**src/rtl/flag_unit_pkg.sv**
```systemverilog
// Shared flag-pipeline types: NZCV bit indices, the pending-stage entry
// and the masked-overlay helper used for both commit and forwarding.
package flag_unit_pkg;

  localparam int FLAG_N = 3;
  localparam int FLAG_Z = 2;
  localparam int FLAG_C = 1;
  localparam int FLAG_V = 0;

  typedef struct packed {
    logic       valid;
    logic [3:0] mask;
    logic [3:0] flags;
  } flag_entry_t;

  // Replace the bits of base selected by the entry mask, only if the entry is valid.
  function automatic logic [3:0] flag_overlay(input logic [3:0] base, input flag_entry_t e);
    logic [3:0] m;
    m = e.valid ? e.mask : 4'b0000;
    return (base & ~m) | (e.flags & m);
  endfunction

endpackage

```
**src/rtl/flag_stage.sv**
```systemverilog
// One pending flag-update register. kill beats load; neither means hold.
module flag_stage
  import flag_unit_pkg::*;
(
  input  logic        clk,
  input  logic        rst,
  input  logic        load,
  input  logic        kill,
  input  flag_entry_t d,
  output flag_entry_t q
);

  // Stage register: cleared by kill, captures d on load, otherwise holds.
  always_ff @(posedge clk or posedge rst) begin
    if (rst) begin
      q <= '0;
    end else if (kill) begin
      q <= '0;
    end else if (load) begin
      q <= d;
    end
  end

endmodule

```
**src/rtl/flag_unit.sv**
```systemverilog
// Condition-flag producer: builds NZCV updates from EX results or MSR
// writes, carries them through two pending stages and commits to CPSR.
// cpsr_fwd gives the condition checker the newest view of the flags.
module flag_unit
  import flag_unit_pkg::*;
#(
  parameter int WIDTH = 16
) (
  input  logic             clk,
  input  logic             rst,
  input  logic             alu_valid,
  input  logic [WIDTH-1:0] alu_result,
  input  logic             alu_carry,
  input  logic             alu_ovf,
  input  logic [3:0]       flag_we,
  input  logic             msr_we,
  input  logic [3:0]       msr_data,
  input  logic             stall,
  input  logic             flush,
  input  logic             exc_enter,
  input  logic             exc_return,
  output logic [3:0]       cpsr,
  output logic [3:0]       cpsr_fwd,
  output logic [3:0]       spsr,
  output logic             pending
);

  flag_entry_t entry;
  flag_entry_t s1;
  flag_entry_t s2;
  logic        exc_any;
  logic [3:0]  alu_nzcv;
  logic [3:0]  enter_value;

  assign exc_any = exc_enter | exc_return;

  // Entry selection: an explicit CPSR write takes priority over an ALU result.
  always_comb begin
    entry              = '0;
    alu_nzcv           = 4'b0000;
    alu_nzcv[FLAG_N]   = alu_result[WIDTH-1];
    alu_nzcv[FLAG_Z]   = (alu_result == '0);
    alu_nzcv[FLAG_C]   = alu_carry;
    alu_nzcv[FLAG_V]   = alu_ovf;
    if (msr_we) begin
      entry.valid = 1'b1;
      entry.mask  = 4'hF;
      entry.flags = msr_data;
    end else if (alu_valid) begin
      entry.valid = 1'b1;
      entry.mask  = flag_we;
      entry.flags = alu_nzcv;
    end
  end

  // S1 is killed by flush even while stalled; exceptions empty the pipe.
  flag_stage u_s1 (
    .clk  (clk),
    .rst  (rst),
    .load (!stall),
    .kill (exc_any | flush),
    .d    (entry),
    .q    (s1)
  );

  // S2 receives an invalid entry on flush, but only when the pipe advances.
  flag_stage u_s2 (
    .clk  (clk),
    .rst  (rst),
    .load (!stall),
    .kill (exc_any | (flush & !stall)),
    .d    (s1),
    .q    (s2)
  );

  assign enter_value = flag_overlay(cpsr, s2);

  // Architectural CPSR/SPSR: exception entry commits S2 and saves the result,
  // return restores SPSR, otherwise S2 commits whenever the pipe advances.
  always_ff @(posedge clk or posedge rst) begin
    if (rst) begin
      cpsr <= 4'b0000;
      spsr <= 4'b0000;
    end else if (exc_enter) begin
      cpsr <= enter_value;
      spsr <= enter_value;
    end else if (exc_return) begin
      cpsr <= spsr;
    end else if (!stall) begin
      cpsr <= enter_value;
    end
  end

  // Forwarded flags: architectural value, then older S2, then newest S1.
  always_comb begin
    cpsr_fwd = flag_overlay(flag_overlay(cpsr, s2), s1);
    pending  = s1.valid | s2.valid;
  end

endmodule
```
**config.mk**
```make
export PLATFORM = sky130hd
export DESIGN_NAME = flag_unit
export DESIGN_NICKNAME = d
export VERILOG_FILES = /design/src/rtl/flag_unit_pkg.sv /design/src/rtl/flag_stage.sv /design/src/rtl/flag_unit.sv
export SDC_FILE = /design/constraint.sdc
export NUM_CORES = 1
export LEC_CHECK = 0
export CAP_MARGIN = 20
export CORE_UTILIZATION = 35
export CTS_CLUSTER_SIZE = 14
export DETAILED_ROUTE_END_ITERATION = 10
export DONT_BUFFER_PORTS = 1
export REMOVE_ABC_BUFFERS = 1
export SETUP_SLACK_MARGIN = 0.05
export SLEW_MARGIN = 15
export SYNTH_ARGS = -nofsm -noshare
export SYNTH_HDL_FRONTEND = slang
export SYNTH_HIERARCHICAL = 1
export SYNTH_SLANG_ARGS = --single-unit
```
**constraint.sdc**
```tcl
create_clock -name clk -period 2 [get_ports clk]
set_input_delay 0.4 -clock clk [delete_from_list [all_inputs] [get_ports clk]]
set_output_delay 0.4 -clock clk [all_outputs]
set_load 0.01 [all_outputs]
```
# Word level (Yosys, flattened, before mapping)
# Cells that the tools add are included.
dict set report classes {
  n_addsub 0
  mul 0
  n_div 0
  order_cmp 0
  n_eq_ne 3
  shifts 0
  n_mux 11
  bitwise_logic 13
  reduce_logical 2
}
# cell count
set ops {}
lappend ops {{9-bit 2-to-1 mux} 6}
lappend ops {{4-bit 2-to-1 mux} 5}
lappend ops {{4-bit bitwise AND} 4}
lappend ops {{16-bit zero test} 1}
lappend ops {{4-bit inverter} 2}
lappend ops {{4-bit OR} 2}
lappend ops {{2-bit by 1-bit inequality test with 1-bit output (second input constant)} 2}
lappend ops {{1-bit OR} 4}
lappend ops {{3-bit by 1-bit inequality test with 1-bit output (second input constant)} 1}
lappend ops {{1-bit bitwise AND} 1}
lappend ops {{1-bit zero test} 1}
dict set report totals {
  register_bits 26
  latchBits 0
  ramBits 0
  mem_bits_ro 0
  input_bits 34
  output_inout_bits 13
  mem_count 0
}

# Depth between registers and ports, before layout
# Gate-level depths: netlist (run 1).
dict set report logic_depth {
  ltp_word 7
  ltp_mapped 6
  depth_no_buf 5
}

# By module
# The synthesis (run 1) kept the hierarchy.
# module n_inst cells_per_inst area_each_um2 seq_area_each_um2
set by_module_without_submodules {}
lappend by_module_without_submodules {flag_stage 2 30 367.9 225.2}
lappend by_module_without_submodules {flag_unit 1 73 565.5 200.2}

# Worst setup path after synthesis (run 1)
# OpenSTA, ideal clock, no wires.
dict set report synth_path {
  path_type {reg-to-output}
  from {register u_s2/q[8] (netlist bit)}
  to {output cpsr_fwd[2]}
  arrival_time_ns 0.853
  slack_ns 0.747
  path_stages_with_launch 4
  path_buffers 0
  cell_sequence {dfrtp_1 -> nand2_1 -> mux2i_1 -> a21oi_1}
}
dict set report synth_between {
  elab_chain_len 6
}
# element line_no
set synth_lines {}
lappend synth_lines {{start, declared} flag_stage.sv:10} ;# output flag_entry_t q
lappend synth_lines {{start signal, assigned} flag_stage.sv:16} ;# q <= '0;
lappend synth_lines {{start signal, assigned} flag_stage.sv:18} ;# q <= '0;
lappend synth_lines {{start signal, assigned} flag_stage.sv:20} ;# q <= d;
lappend synth_lines {{4-bit 2-to-1 mux (*)} flag_unit_pkg.sv:19} ;# m = e.valid ? e.mask : 4'b0000;
lappend synth_lines {{4-bit inverter} flag_unit_pkg.sv:20} ;# return (base & ~m) | (e.flags & m);
lappend synth_lines {{4-bit bitwise AND} flag_unit_pkg.sv:20}
lappend synth_lines {{4-bit OR (*)} flag_unit_pkg.sv:20}
lappend synth_lines {{4-bit bitwise AND (*)} flag_unit_pkg.sv:20}
lappend synth_lines {{4-bit OR (*)} flag_unit_pkg.sv:20}
lappend synth_lines {{end, declared} flag_unit.sv:23} ;# output logic [3:0] cpsr_fwd,
# Every way passes the cells marked *; elsewhere a longest branch is shown, timed or not.

# Worst setup path in the final report (run 1)
dict set report layout_path {
  from {register u_s2/q[8] (netlist bit)}
  to {output cpsr_fwd[3]}
}
# The elaborated chain is that of the path after synthesis.

==> results of run 1 <==
[stage by stage]
stage | util | hold WS (ns) | worst slack [ns]
after floorplan | - | 0.216 | 0.651
after global placement | 0.385 | 0.240 | 0.550
after CTS | 0.400 | 0.205 | 0.246
after global routing | 0.400 | 0.190 | 0.166
after detailed placement | 0.385 | 0.248 | 0.517
final | 0.400 | 0.211 | 0.245
[flip-flops by register name, indices dropped and copies added, names as in the netlist]
register	flops
u_s2/q	9
spsr	4
cpsr	4
u_s1/q	9
[cell usage after synthesis]
master   number  area share
or4_1         1      0.0058
inv_1         5       0.014
a22oi_1       3       0.017
buf_6         2       0.017
nor4_1        3       0.014
buf_2         2      0.0077
o21ai_0       1      0.0038
dfrtp_1      26        0.50
a21o_1        4       0.023
mux2i_1      22        0.17
buf_1         2      0.0058
nand2_1      10       0.029
a22o_1        3       0.020
o21ai_1       1      0.0038
a21oi_1       9       0.035
or2_2         2      0.0096
nor2b_1       2      0.0096
nand4_1       1      0.0048
nor2_1       29       0.084
and3b_1       1      0.0067
o22ai_1       4       0.019
[metal layers]
layer  vias to the layer above  track usage  share of wire
li1                        457            -              -
met1                       447        0.189           0.45
met2                        46        0.261           0.48
met3                         2       0.0493          0.066
met4                         0       0.0174         0.0045
met5                         -            0              0
[final cells by class]
class / instances / share of cell area
well taps: 46 / 0.0418
multi-input cells: 96 / 0.430
repair buffers: 2 / 0.0127
inverters: 5 / 0.0136
flip-flops and latches: 26 / 0.472
clock buffers: 3 / 0.0300
[worst max-delay path: cells and delay by family, from the launching register on]
kind / cells / cell delay (ns)
AOI/OAI and AO/OA: 1 / 0.19
DFF: 1 / 0.44
muxes: 1 / 0.37
and+or+nand+nor: 1 / 0.10
[final timing paths]
check	start	to	slack (ns)	depth (start not counted)
setup / recovery	u_s2/q[8]	cpsr_fwd[3]	0.24	3
hold reg to reg	u_s2/q[5]	u_s2/q[5]	0.53	2
min in group asynchronous	rst	spsr[1]	0.58	2
setup reg to reg	u_s2/q[8]	cpsr[3]	0.85	3
hold / removal	exc_enter	spsr[1]	0.21	1
max in group asynchronous	rst	u_s2/q[4]	1.14	2
[cells by family (layout without fill, tap and decap cells)]
logic type	after synthesis	in the layout	share of synthesized area
AND/OR/NAND/NOR	49	49	0.163
flip-flops	26	26	0.500
AO/OA/AOI/OAI	25	25	0.122
multiplexers	22	22	0.169
buffers and inverters	11	10	0.0452
[power breakdown]
group          switching [W]  leakage, nW  internal, W
clock network       0.000148       0.0216     0.000135
registers          0.0000478        0.346     0.000557
logic              0.0000805        0.311    0.0000564
total               0.000276        0.679     0.000748
==> run_results.csv, run 1 <==
group,metric,value,unit
place,hpwl,2230,um
synth,yosys_warnings,6,
clock_tree,post_cts_resized,0,
routing,post_drt_wl_per_cell,16.1,um
sta,fin_setup_tns,0,ns
synth,ys_seq_elements,26,
final_layout,final_common_cell,"nor2_1",
synth,netlist_area,1300,um2
clock_tree,clk_latency,0.26,ns
worst_setup_path,cp_slowest_stage_delay,0.44,ns
worst_setup_path,startpoint_type,"flop",
power_and_ir_drop,power_density,744,nW/um2
outcome,status,"finished clean",
final_layout,fillerInstances,361,
synth,yosysSeqAreaShare,0.500,
sta,worstMarginPinSlew,1.00,ns
sta,timing.slew.headroom,0.323,
worst_setup_path,crit_required,1.60,ns
worst_setup_path,crit_fanout,6,
final_layout,design_area,1380,um2
sta,fin_crit,1.76,ns
routing,ant_nets,0,
worst_setup_path,endpoint_kind,"output pin",
synth,synth_cell_types,21,
final_layout,stdcell_count,178,
worst_setup_path,path_class,"flop to output pin",
grt,grt_pass1_wl,4620,um
synth,syn-instance-count,133,
place,port-buffer-count,0,
clock_tree,clockRootBuffer,"clkbuf_8",
routing,drt-total-wl,2860,um
clock_tree,cts_tree,"built",
grt,grtUsageTotal,0.152,
clock_tree,cts_hold_buffers,1,
power_and_ir_drop,ir_worst_vdd,0.000471,V
die,initial_core_util,0.378,
place,gp_congestion,0.761,
place,dpl_cell_area,1330,um2
clock_tree,clock_path_buffers,2,
routing,drtIter0Drc,13,
final_layout,nNetsFinal,168,
clock_tree,postCtsSetupBuffers,0,
sta,post-route-period-util,0.878,
die,design.die.area,3970,um2
synth,syn_avg_cell_area,9.78,um2
final_layout,final_cell_mix,"nor2_1, dfrtp_1, mux2i_1",
job,maxCapViolations,0,
die,die_h,63.0,um
worst_setup_path,cpMaxStageDelayCell,"dfrtp_1",
place,placed_cells,174,
grt,grt_max_degree,19,
final_layout,multi_input_area,592,um2
grt,grt_overflow_total,0,
final_layout,seq_area,651,um2
power_and_ir_drop,p_leak,0.679,nW
die,die_w,63.0,um
final_layout,area_delta_synth_final,5.87,%
sta,drv_slew,0,
power_and_ir_drop,power.total,0.00102,W
sta,fmax,570,MHz
clock_tree,htreeDepth,1,
sta,rsz0062_at_grt,"false",
grt,antenna_found_initial,0,
worst_setup_path,critical_path.cell_chain,"nand2_1 > mux2i_1 > a21oi_1",
clock_tree,cts_made_buffers,3,
clock_tree,cts_sinks,26,
routing,drc_errors,0,
routing,vias,952,
sta,finClkSkew,0.00114,ns
final_layout,insertedDiodeCount,0,
routing,vias_per_cell,5.35,
hold_path,hold_path.class,"primary input to flop",
sta,hold_viol,0,
sta,setup_violations,0,
clock_tree,clkSlewWorstSetupHoldPaths,0.08,ns
final_layout,layout-drive-gt1-share,0.0455,
die,std_cell_rows,21,
grt,grt_pass1_vias,969,
die,io_pins,47,
worst_setup_path,arrival,1.36,ns
die,core,3440,um2
routing,drtPass1Iterations,4,
Note: power is estimated with default switching activity, not from simulation.
==> run 2: changes to the inputs <==
- CAP_MARGIN: 20 -> unset
==> results of run 2 <==
The final DEF is identical to that of run 1; final timing and power are the same.
==> edit, RTL diff (flow settings as in run 2) <==
Set the parameter `WIDTH` to 18 (it was 16).
--- a/src/rtl/flag_unit.sv
+++ b/src/rtl/flag_unit.sv
@@ -4,7 +4,7 @@
 module flag_unit
   import flag_unit_pkg::*;
 #(
-  parameter int WIDTH = 16
+  parameter int WIDTH = 18
 ) (
   input  logic             clk,
   input  logic             rst,
Interface: changed (resized alu_result); port bits go from 47 to 49. The function was not compared with the original's and may differ.
==> edit against run 2 <==
  * Sequential cell count is the same
  * Area after synthesis increased by 0.67%
  * Total power increased by 15%
  * Cell area up 2.8%
  * Setup slack improved by 19 ps
  * Combinational power hardly changed
  * Cell count up 1.7%
  * Count of clock-buffer cells in the layout stayed put
  * Wire length fell by 4.3%
  * Critical endpoint is now cpsr_fwd[1]
  * Highest routed layer unchanged
==> edit: results (changes against run 2) <==
- Vias post-DR: 981 (+3.0%)
- Leak pwr: 0.695 nW (+2.5%)
- Status: completed
- Worst R2R Start: u_s2/q[8]
- Initial antenna violation count: 0 (unchanged)
- Clock transition at the registers of the reported paths: 90 ps
- Routing usage on met3: 0.0525 (+0.00327)
- CTS H-Tree Depth: 1 (unchanged)
- Detailed placer's ending HPWL: 2140 µm (-4.0%)
- Register area share after synthesis: 0.497 (-0.00334)
- Worst-skew pair later-pin latency: 270 ps
- Synth warn: 6 (unchanged)
- CP max stage delay: 450 ps
- Worst path slowest cell: dfrtp_1
- Critical hold path startpoint: exc_enter
- FFs w/ async S/R, synth: 1.00 (unchanged)
- Worst Path Arrival: 1340 ps (-20 ps)
- Max Buffers Root-to-Sink: 2 (unchanged)
- Biggest registers after layout: u_s1/q x9, u_s2/q x9
- First-pass DRT Iterations: 4 (unchanged)
- Post_cts resized: 0 (unchanged)
- Placed cell area: 1340 µm² (+0.66%)
- Root Driver: clkbuf_8
- Critical path type: reg -> out
- Vias in the first global route: 941 (-2.9%)
- Hold Path Cell Cnt: 1 (unchanged)
- Fin Hold WS: 199 ps (-12.6 ps)
- CTS buffer count: 3 (unchanged)
- Met1 usage: 0.179 (-0.00979)
- Worst-path maximum fanout: 6 (unchanged)
- Ant diodes: 0 (unchanged)
- Port bufs: 0 (unchanged)
- Worst Hold End: spsr[2]
- Initial DRC Count: 31 (+18)
- Reg2Reg Depth: 3 (unchanged)
- Worst hold path type: in -> reg
- M2 GR Usage: 0.235 (-0.0255)
- Largest net degree at the start of global routing: 19 (unchanged)
- First-pass GRT wire length: 4400 µm (-4.9%)
- Wirelength, routed: 2740 µm (-4.3%)
- Layout cells sized above 1: 0.0593 (+0.0138)
- Fillcell total: 365 (+1.1%)
- Count of different cell masters after synthesis: 21 (unchanged)
- Routability Congestion: 0.776 (+2.0%)
- Nets@finish: 172 (+2.4%)
- Total GRT Usage: 0.144 (-0.00781)
- Reg2reg end: cpsr[1]
- FF-to-FF setup slack: 850 ps (about the same)
- Worst vdd ir: 359 µV (-24%)
- Synth cell count leaders: nor2_1, dfrtp_1, mux2i_1, nand2_1, a21oi_1
- Crit-path leading delay family: flip-flops
- Worst-Margin Slew: 992 ps (-12.1 ps)
- Clock skew: 6.50 ps (+5.36 ps)
- Largest cells by area after synthesis: dfrtp_1, mux2i_1, nor2_1
==> edit: changes by cell type after synthesis, sizes merged <==
cell	change
or4	-1
nor2	+1
nand4	-1
nand3	+2
nor4	+1
==> edit: routing by layer <==
metal	vias to the layer above	wire length (µm)
met5	-	0
met4	0	23
met3	5	249
met2	58	1240
met1	453	1230
li1	465	-
==> edit: repair_timing <==
item | in CTS | in global routing
setup endpoints to repair | 0 | 0
hold buffers | 1 | 0
hold endpoints to repair | 26 | 0
setup buffers | 0 | 0
==> edit: how the worst max path moves through the flow <==
stage	endpoint	slack (ps)	cells past startpoint
floorplan	u_s2/q[0]	650	3
global placement	cpsr_fwd[1]	580	3
detailed placement	u_s2/q[1]	520	3
CTS	cpsr_fwd[1]	250	3
global route	cpsr_fwd[1]	150	3
finish	cpsr_fwd[1]	260	3
==> edit: stage by stage <==
step	cells	power (W)	worst slack (ps)
CTS	181	0.00119	251
global placement	176	0.000748	575
global route	181	0.00123	150
floorplan	129	0.000715	651
finish	181	0.00117	263
detailed placement	176	0.000754	519
==> edit: logic make-up after synthesis <==
logic type             after synthesis  share of synthesized area
buffers and inverters               11                     0.0449
AO/OA/AOI/OAI                       25                      0.121
multiplexers                        22                      0.168
flip-flops                          26                      0.497
AND/OR/NAND/NOR                     51                      0.169
==> edit: area by class of cell <==
cell class | count | area, µm² | area share
Clock buffer | 3 | 41.3 | 0.0292
Inverter | 5 | 18.8 | 0.0133
Sequential cell | 26 | 651 | 0.459
Multi-Input combinational cell | 98 | 601 | 0.424
Clock inverter | 1 | 30.0 | 0.0212
Timing Repair Buffer | 2 | 17.5 | 0.0124
Tap cell | 46 | 57.6 | 0.0406
==> edit: power breakdown <==
part	internal [W]	switching [W]
Sequential	0.000557	0.0000481
Combinational	0.0000570	0.0000804
Clock	0.000268	0.000162
Total	0.000882	0.000291
